[src/rtl/bin_to_gray_encoder.sv]
// Registered binary-to-Gray encoder and prescaled up/down Gray sequence generator.
// Optional Gray transition checker enabled by defining GRAY_ERRCHK_EN.
module bin_to_gray_encoder #(
  parameter int WIDTH      = 4,
  parameter int DIV_CYCLES = 1
) (
  input  logic             clk_pi,
  input  logic             rst_pi,
  input  logic             load_pi,
  input  logic [WIDTH-1:0] codigo_bin_pi,
  input  logic             en_pi,
  input  logic             up_pi,
  output logic [WIDTH-1:0] codigo_gray_po,
  output logic [WIDTH-1:0] codigo_bin_po,
  output logic             cambio_po,
  output logic             wrap_po,
  output logic             error_po
);

  localparam int PW = (DIV_CYCLES > 1) ? $clog2(DIV_CYCLES) : 1;
  localparam logic [PW-1:0] PMAX = PW'(DIV_CYCLES - 1);
  localparam logic [WIDTH-1:0] ONES = '1;
  localparam logic [WIDTH-1:0] ZERO = '0;

  logic [WIDTH-1:0] r_cnt;
  logic [WIDTH-1:0] r_gray;
  logic [PW-1:0]    r_presc;
  logic             r_cambio;
  logic             r_wrap;

  logic             w_step;
  logic             w_wrap;
  logic [WIDTH-1:0] w_cnt_nxt;
  logic [WIDTH-1:0] w_gray_nxt;
  logic [PW-1:0]    w_presc_nxt;

  assign w_step = en_pi & ~load_pi & (r_presc == PMAX);

  always_comb begin
    w_cnt_nxt = r_cnt;
    unique case (1'b1)
      load_pi: w_cnt_nxt = codigo_bin_pi;
      w_step: begin
        if (up_pi)
          w_cnt_nxt = r_cnt + WIDTH'(1);
        else
          w_cnt_nxt = r_cnt - WIDTH'(1);
      end
      default: w_cnt_nxt = r_cnt;
    endcase
  end

  always_comb begin
    w_wrap = 1'b0;
    if (w_step)
      w_wrap = up_pi ? (r_cnt == ONES) : (r_cnt == ZERO);
  end

  assign w_gray_nxt = w_cnt_nxt ^ (w_cnt_nxt >> 1);

  // Prescaler idles at 0 whenever disabled or reloaded.
  always_comb begin
    w_presc_nxt = '0;
    if (en_pi && !load_pi && (r_presc != PMAX))
      w_presc_nxt = r_presc + PW'(1);
  end

  always_ff @(posedge clk_pi) begin
    if (rst_pi) begin
      r_cnt    <= '0;
      r_gray   <= '0;
      r_presc  <= '0;
      r_cambio <= 1'b0;
      r_wrap   <= 1'b0;
    end else begin
      r_cnt    <= w_cnt_nxt;
      r_gray   <= w_gray_nxt;
      r_presc  <= w_presc_nxt;
      r_cambio <= load_pi | w_step;
      r_wrap   <= w_wrap;
    end
  end

  assign codigo_bin_po  = r_cnt;
  assign codigo_gray_po = r_gray;
  assign cambio_po      = r_cambio;
  assign wrap_po        = r_wrap;

`ifdef GRAY_ERRCHK_EN
  logic             r_chk_v;
  logic [WIDTH-1:0] r_chk_diff;
  logic             r_err;
  logic             w_one_hot;

  assign w_one_hot = (r_chk_diff != ZERO) &&
                     ((r_chk_diff & (r_chk_diff - WIDTH'(1))) == ZERO);

  // Diff captured on the step edge, judged on the following edge.
  always_ff @(posedge clk_pi) begin
    if (rst_pi) begin
      r_chk_v    <= 1'b0;
      r_chk_diff <= '0;
      r_err      <= 1'b0;
    end else begin
      r_chk_v    <= w_step;
      r_chk_diff <= w_gray_nxt ^ r_gray;
      if (r_chk_v && !w_one_hot)
        r_err <= 1'b1;
    end
  end

  assign error_po = r_err;
`else
  assign error_po = 1'b0;
`endif

endmodule

[config.mk]
export PLATFORM = sky130hd
export DESIGN_NAME = bin_to_gray_encoder
export DESIGN_NICKNAME = d
export VERILOG_FILES = /design/src/rtl/bin_to_gray_encoder.sv
export SDC_FILE = /design/constraint.sdc
export NUM_CORES = 1
export LEC_CHECK = 0
export ABC_AREA = 1
export BUFFER_PORTS_ARGS = -buffer_cell sky130_fd_sc_hd__buf_4
export CAP_MARGIN = 20
export CORE_UTILIZATION = 42
export DETAILED_ROUTE_END_ITERATION = 10
export PLACE_DENSITY = 0.79
export SLEW_MARGIN = 20
export SYNTH_ARGS = -nofsm -noshare
export SYNTH_HDL_FRONTEND = slang
export SYNTH_SLANG_ARGS = --single-unit
export TNS_END_PERCENT = 10
[constraint.sdc]
create_clock -name clk_pi -period 1.5 [get_ports clk_pi]
set_clock_uncertainty 0.15 [all_clocks]
set_input_delay 0 -clock clk_pi [delete_from_list [all_inputs] [get_ports clk_pi]]
set_output_delay 0 -clock clk_pi [all_outputs]
set_load 0.03 [all_outputs]
Yosys cells after proc, flatten, opt, wreduce, memory -nomap -nowiden
Index checks and enable logic that the tools add are counted.
{"block": "word_totals", "ff_bits": 11, "input_bits": 9, "out_inout_bits": 11}
{"block": "op_classes", "add_sub_neg": 3, "n_eq_ne": 1, "muxes": 3, "bitwise": 8, "reduce_logical": 6}
{"operator": "$pmux 4 s2", "n": 1}
{"operator": "$add 4x1->4 const B", "n": 1}
{"operator": "$eq 4x4->1 const B", "n": 1}
{"operator": "$logic_not 4->1", "n": 1}
{"operator": "$mux 4", "n": 1}
{"operator": "$not 1->1", "n": 4}
{"operator": "$reduce_or 2->1", "n": 2}
{"operator": "$sub 4x1->4 const B", "n": 1}
{"operator": "$xor 4x3->4", "n": 1}
{"operator": "$and 1x1->1", "n": 2}
{"operator": "$logic_and 1x1->1", "n": 2}
{"operator": "$add 1x1->1 const B", "n": 1}
{"operator": "$logic_not 1->1", "n": 1}
{"operator": "$mux 1", "n": 1}
{"operator": "$or 1x1->1", "n": 1}

Longest topological paths before layout
{"block": "logic_depth", "depth_word": 5, "mapped_depth": 10}

Least setup slack after synthesis
Ideal clock, no wire load.
{"block": "synth_timing", "path_type": "reg2reg", "from": "reg r_cnt[0] (netlist: codigo_bin_po[0])", "to": "reg r_gray[2] (netlist: codigo_gray_po[2])", "t_arrival_ps": 1598, "t_required_ps": 1235, "slack_ps": -363, "stages_incl_launch_ff": 11, "path_buffers": 0, "synth_period_minus_slack_ps": 1863, "cell_sequence": "dfxtp_1 inv_1 fa_1 inv_1 nand2_1 nand2_1 nor2_1 nor2_2 nand3_1 nand2_1 nor2_1"}
{"block": "synth_between", "elab_chain_cells": 4, "elab_cells_between_ends": 5}
{"item": "start: declaration", "line_no": "25", "text": "logic [WIDTH-1:0] r_cnt;"}
{"item": "start signal: assignment", "line_no": "76", "text": "r_cnt <= w_cnt_nxt;"}
{"item": "$sub 4x1->4 / $add 4x1->4 (equally long branches)", "line_no": "47, 45"}
{"item": "$mux 4 *", "line_no": "44", "text": "if (up_pi)"}
{"item": "$pmux 4 s2 *", "line_no": "41", "text": "unique case (1'b1)"}
{"item": "$xor 4x3->4 *", "line_no": "59", "text": "assign w_gray_nxt = w_cnt_nxt ^ (w_cnt_nxt >> 1);"}
{"item": "end signal: assignment", "line_no": "77", "text": "r_gray <= w_gray_nxt;"}
{"item": "end: declaration", "line_no": "26", "text": "logic [WIDTH-1:0] r_gray;"}
Every way passes the cells marked *; elsewhere a longest branch is shown, timed or not.
A chain may end at the register's enable or synchronous reset.

Final worst setup path
Ends and elaborated chain as after synthesis.

==> flow_summary.yaml <==
global_routing:
  grt_pass1_wl_mm: 2.88
  groute.layer.met1.usage_pct: 28.5
  globalRouteMet2Util_pct: 51.7
  overflow: 0
  first_global_vias: 659
  antenna_found_initial: 0
  gr-usage-met3_pct: 12.1
  top_usage_layer: "met2"
  track_usage_pct: 30.0
  grt_start_max_net_pins: 8
placement:
  dp_hpwl_mm: 1.08
  portBuffers: 18
  place.gp.congestion: 0.851
  dpl.cell_count: 117
run:
  max-cap-violations: 0
worst_setup_path:
  r2r_slack_ns: -0.1
  start_kind: "register"
  crit_type: "reg -> reg"
  path_max_fanout: 4
  critical_path_required_ns: 1.52
  crit_path_end_kind: "register"
  arrival_ns: 1.62
clock_network:
  cts-buffers-inserted: 3
  htreeDepth: 1
  cts.clk_slew.worst_paths_ns: 0.06
  cts_sinks: 10
  clk_latency_ns: 0.27
  tritoncts: "done"
  clockBufferDepth: 2
  cts_root_buffer: "clkbuf_4"
logic_synthesis:
  async_flop_share_pct: 0
  synth_area_per_cell_sq_um: 7.03
  netlist_area_sq_um: 569
  yosysWarnings: 0
  synthFlopType: "dfxtp_1"
  syn_inst: 81
  ys_seq_area_share_pct: 35.2
  synth-edff-count: 0
  synth_area_leaders: "dfxtp_1 (35%), nand2_1 (12%), nor2_1 (7.9%)"
  synth_cell_types: 20
  synth_top_area_share_pct: 35.2
  yosys.area.top_type: "dfxtp_1"
  synth_most_common_cell: "nand2_1"
  ys_ff_latch: 10
  netlist_top_cells_count: "nand2_1 (18), nor2_1 (12), inv_1 (11)"
sta:
  finalHoldViolCount: 0
  rsz0062_at_grt: "yes"
  clock.fmax_ghz: 0.625
  setup_viol: 2
  setup_slack_ns: -0.0999
  finalMaxSlewViolations: 0
  finalSetupTns_ns: -0.161
  fin_crit_sh_pct: 107
  fin_crit_ns: 1.60
die:
  die_width_microns: 38.8
  floorplan.initialDensity_pct: 48.0
  dieHeight_microns: 38.8
  row_count: 12
  io_pins: 20
  dieArea_sq_um: 1510
  core_area_sq_um: 1190
routing:
  routedWlPerCell_microns: 13.1
  first_pass_iters: 4
  drt_iter0_drc: 7
  vias_per_cell: 4.88
  wl_mm: 1.70
  via_count: 635
  drcViolationCount: 0
  ant_nets: 0
cells_and_area:
  utilization_pct: 76.7
  diodes: 0
  fillers: 98
  drive_gt1_share_pct: 41.4
  final_cells: 130
  area_growth_pct: 59.8
  fin_nets: 129
outcome:
  violations: "setup timing"
  status: "finished, violations left"
min_path:
  hold_path.class: "in -> reg"
power_and_ir_drop:
  power_density_nw_per_um2: 842
  vdd_ir_drop_max_v: 0.000680
  p_leak_nw: 0.472
routing by layer:
| layer | up-vias | share of wire, % |
|---|---|---|
| met2 | 20 | 55 |
| met4 | 0 | 2.8 |
| met5 | - | 0 |
| met1 | 292 | 37 |
| li1 | 317 | - |
| met3 | 6 | 4.7 |
critical path: stages (launching register included):
cell     delay, ns
dfxtp_4       0.36
inv_4         0.04
fa_2          0.36
inv_2         0.06
nand2_1       0.05
nand2_1       0.07
nor2_2        0.05
nor2_4        0.15
nand3_2       0.10
nand2_2       0.07
nor2_1        0.03
sequential cells by signal, summed over array words and instances (netlist names):
signal and flops:
codigo_bin_po 4, wrap_po 1, codigo_gray_po 3, r_presc 1, cambio_po 1
through the flow:
stage	cell area, sq um	worst slack (ns)	hold WS [ns]	power, W
after floorplan	587	-0.0479	-0.0866	0.000450
after global placement	762	-0.0380	0.0908	0.000531
after detailed placement	762	-0.0822	0.0974	0.000539
after CTS	901	-0.0762	0.00626	0.000760
after global routing	910	-0.196	0.0698	0.000812
final	910	-0.0999	0.0259	0.000766
final timing paths:
kind,cells after the start,endpoint,start
setup / recovery,10,codigo_gray_po[2],codigo_bin_po[0]
hold / removal,5,wrap_po,up_pi
setup reg to reg,10,codigo_gray_po[2],codigo_bin_po[0]
hold reg to reg,3,wrap_po,r_presc
repair_timing:
action,in CTS,in global routing
gates cloned,0,0
endpoints found under the hold margin,9,0
setup endpoints to repair,3,6
buffers inserted,1,0
hold buffers,8,0
pin swaps,7,4
resized for setup,6,3
placed cells by master (no fill, tap or decap), types with 3 or more instances in the layout:
cell type      count
a21oi_1            3
buf_4             24
clkbuf_4           3
dfxtp_1            7
dlygate4sd3_1      8
inv_1              8
inv_2              4
nand2_1           16
nand2_2            3
nand3_1            6
nor2_1            11
cell families (layout without fill, tap and decap cells):
group                    count (synthesis)  in the layout  synth area share, %
other                                    1              2                0.659
AND/OR/NAND/NOR                         47             47                 40.2
buffers and inverters                   15             49                 11.2
flip-flops                              10             10                 35.2
adder cells (fa/ha/maj)                  3              3                 7.91
AO/OA/AOI/OAI                            5              5                 4.84
final cells by class:
type | count | area, sq um | share of cell area (%)
sequential | 10 | 209 | 23.0
clock buffer | 3 | 22.5 | 2.48
clock inverter | 1 | 3.75 | 0.413
timing repair buffer | 32 | 260 | 28.6
multi-input combinational | 57 | 345 | 38.0
tap | 14 | 17.5 | 1.93
inverter | 13 | 51.3 | 5.64
report_power, final:
group	total [W]	leakage, nW	switching (W)	internal [W]
registers	0.000298	0.0847	0.0000106	0.000287
logic	0.000278	0.372	0.000161	0.000117
clock network	0.000190	0.0154	0.0000941	0.0000964
No activity file was read; power rests on OpenSTA's default activity.
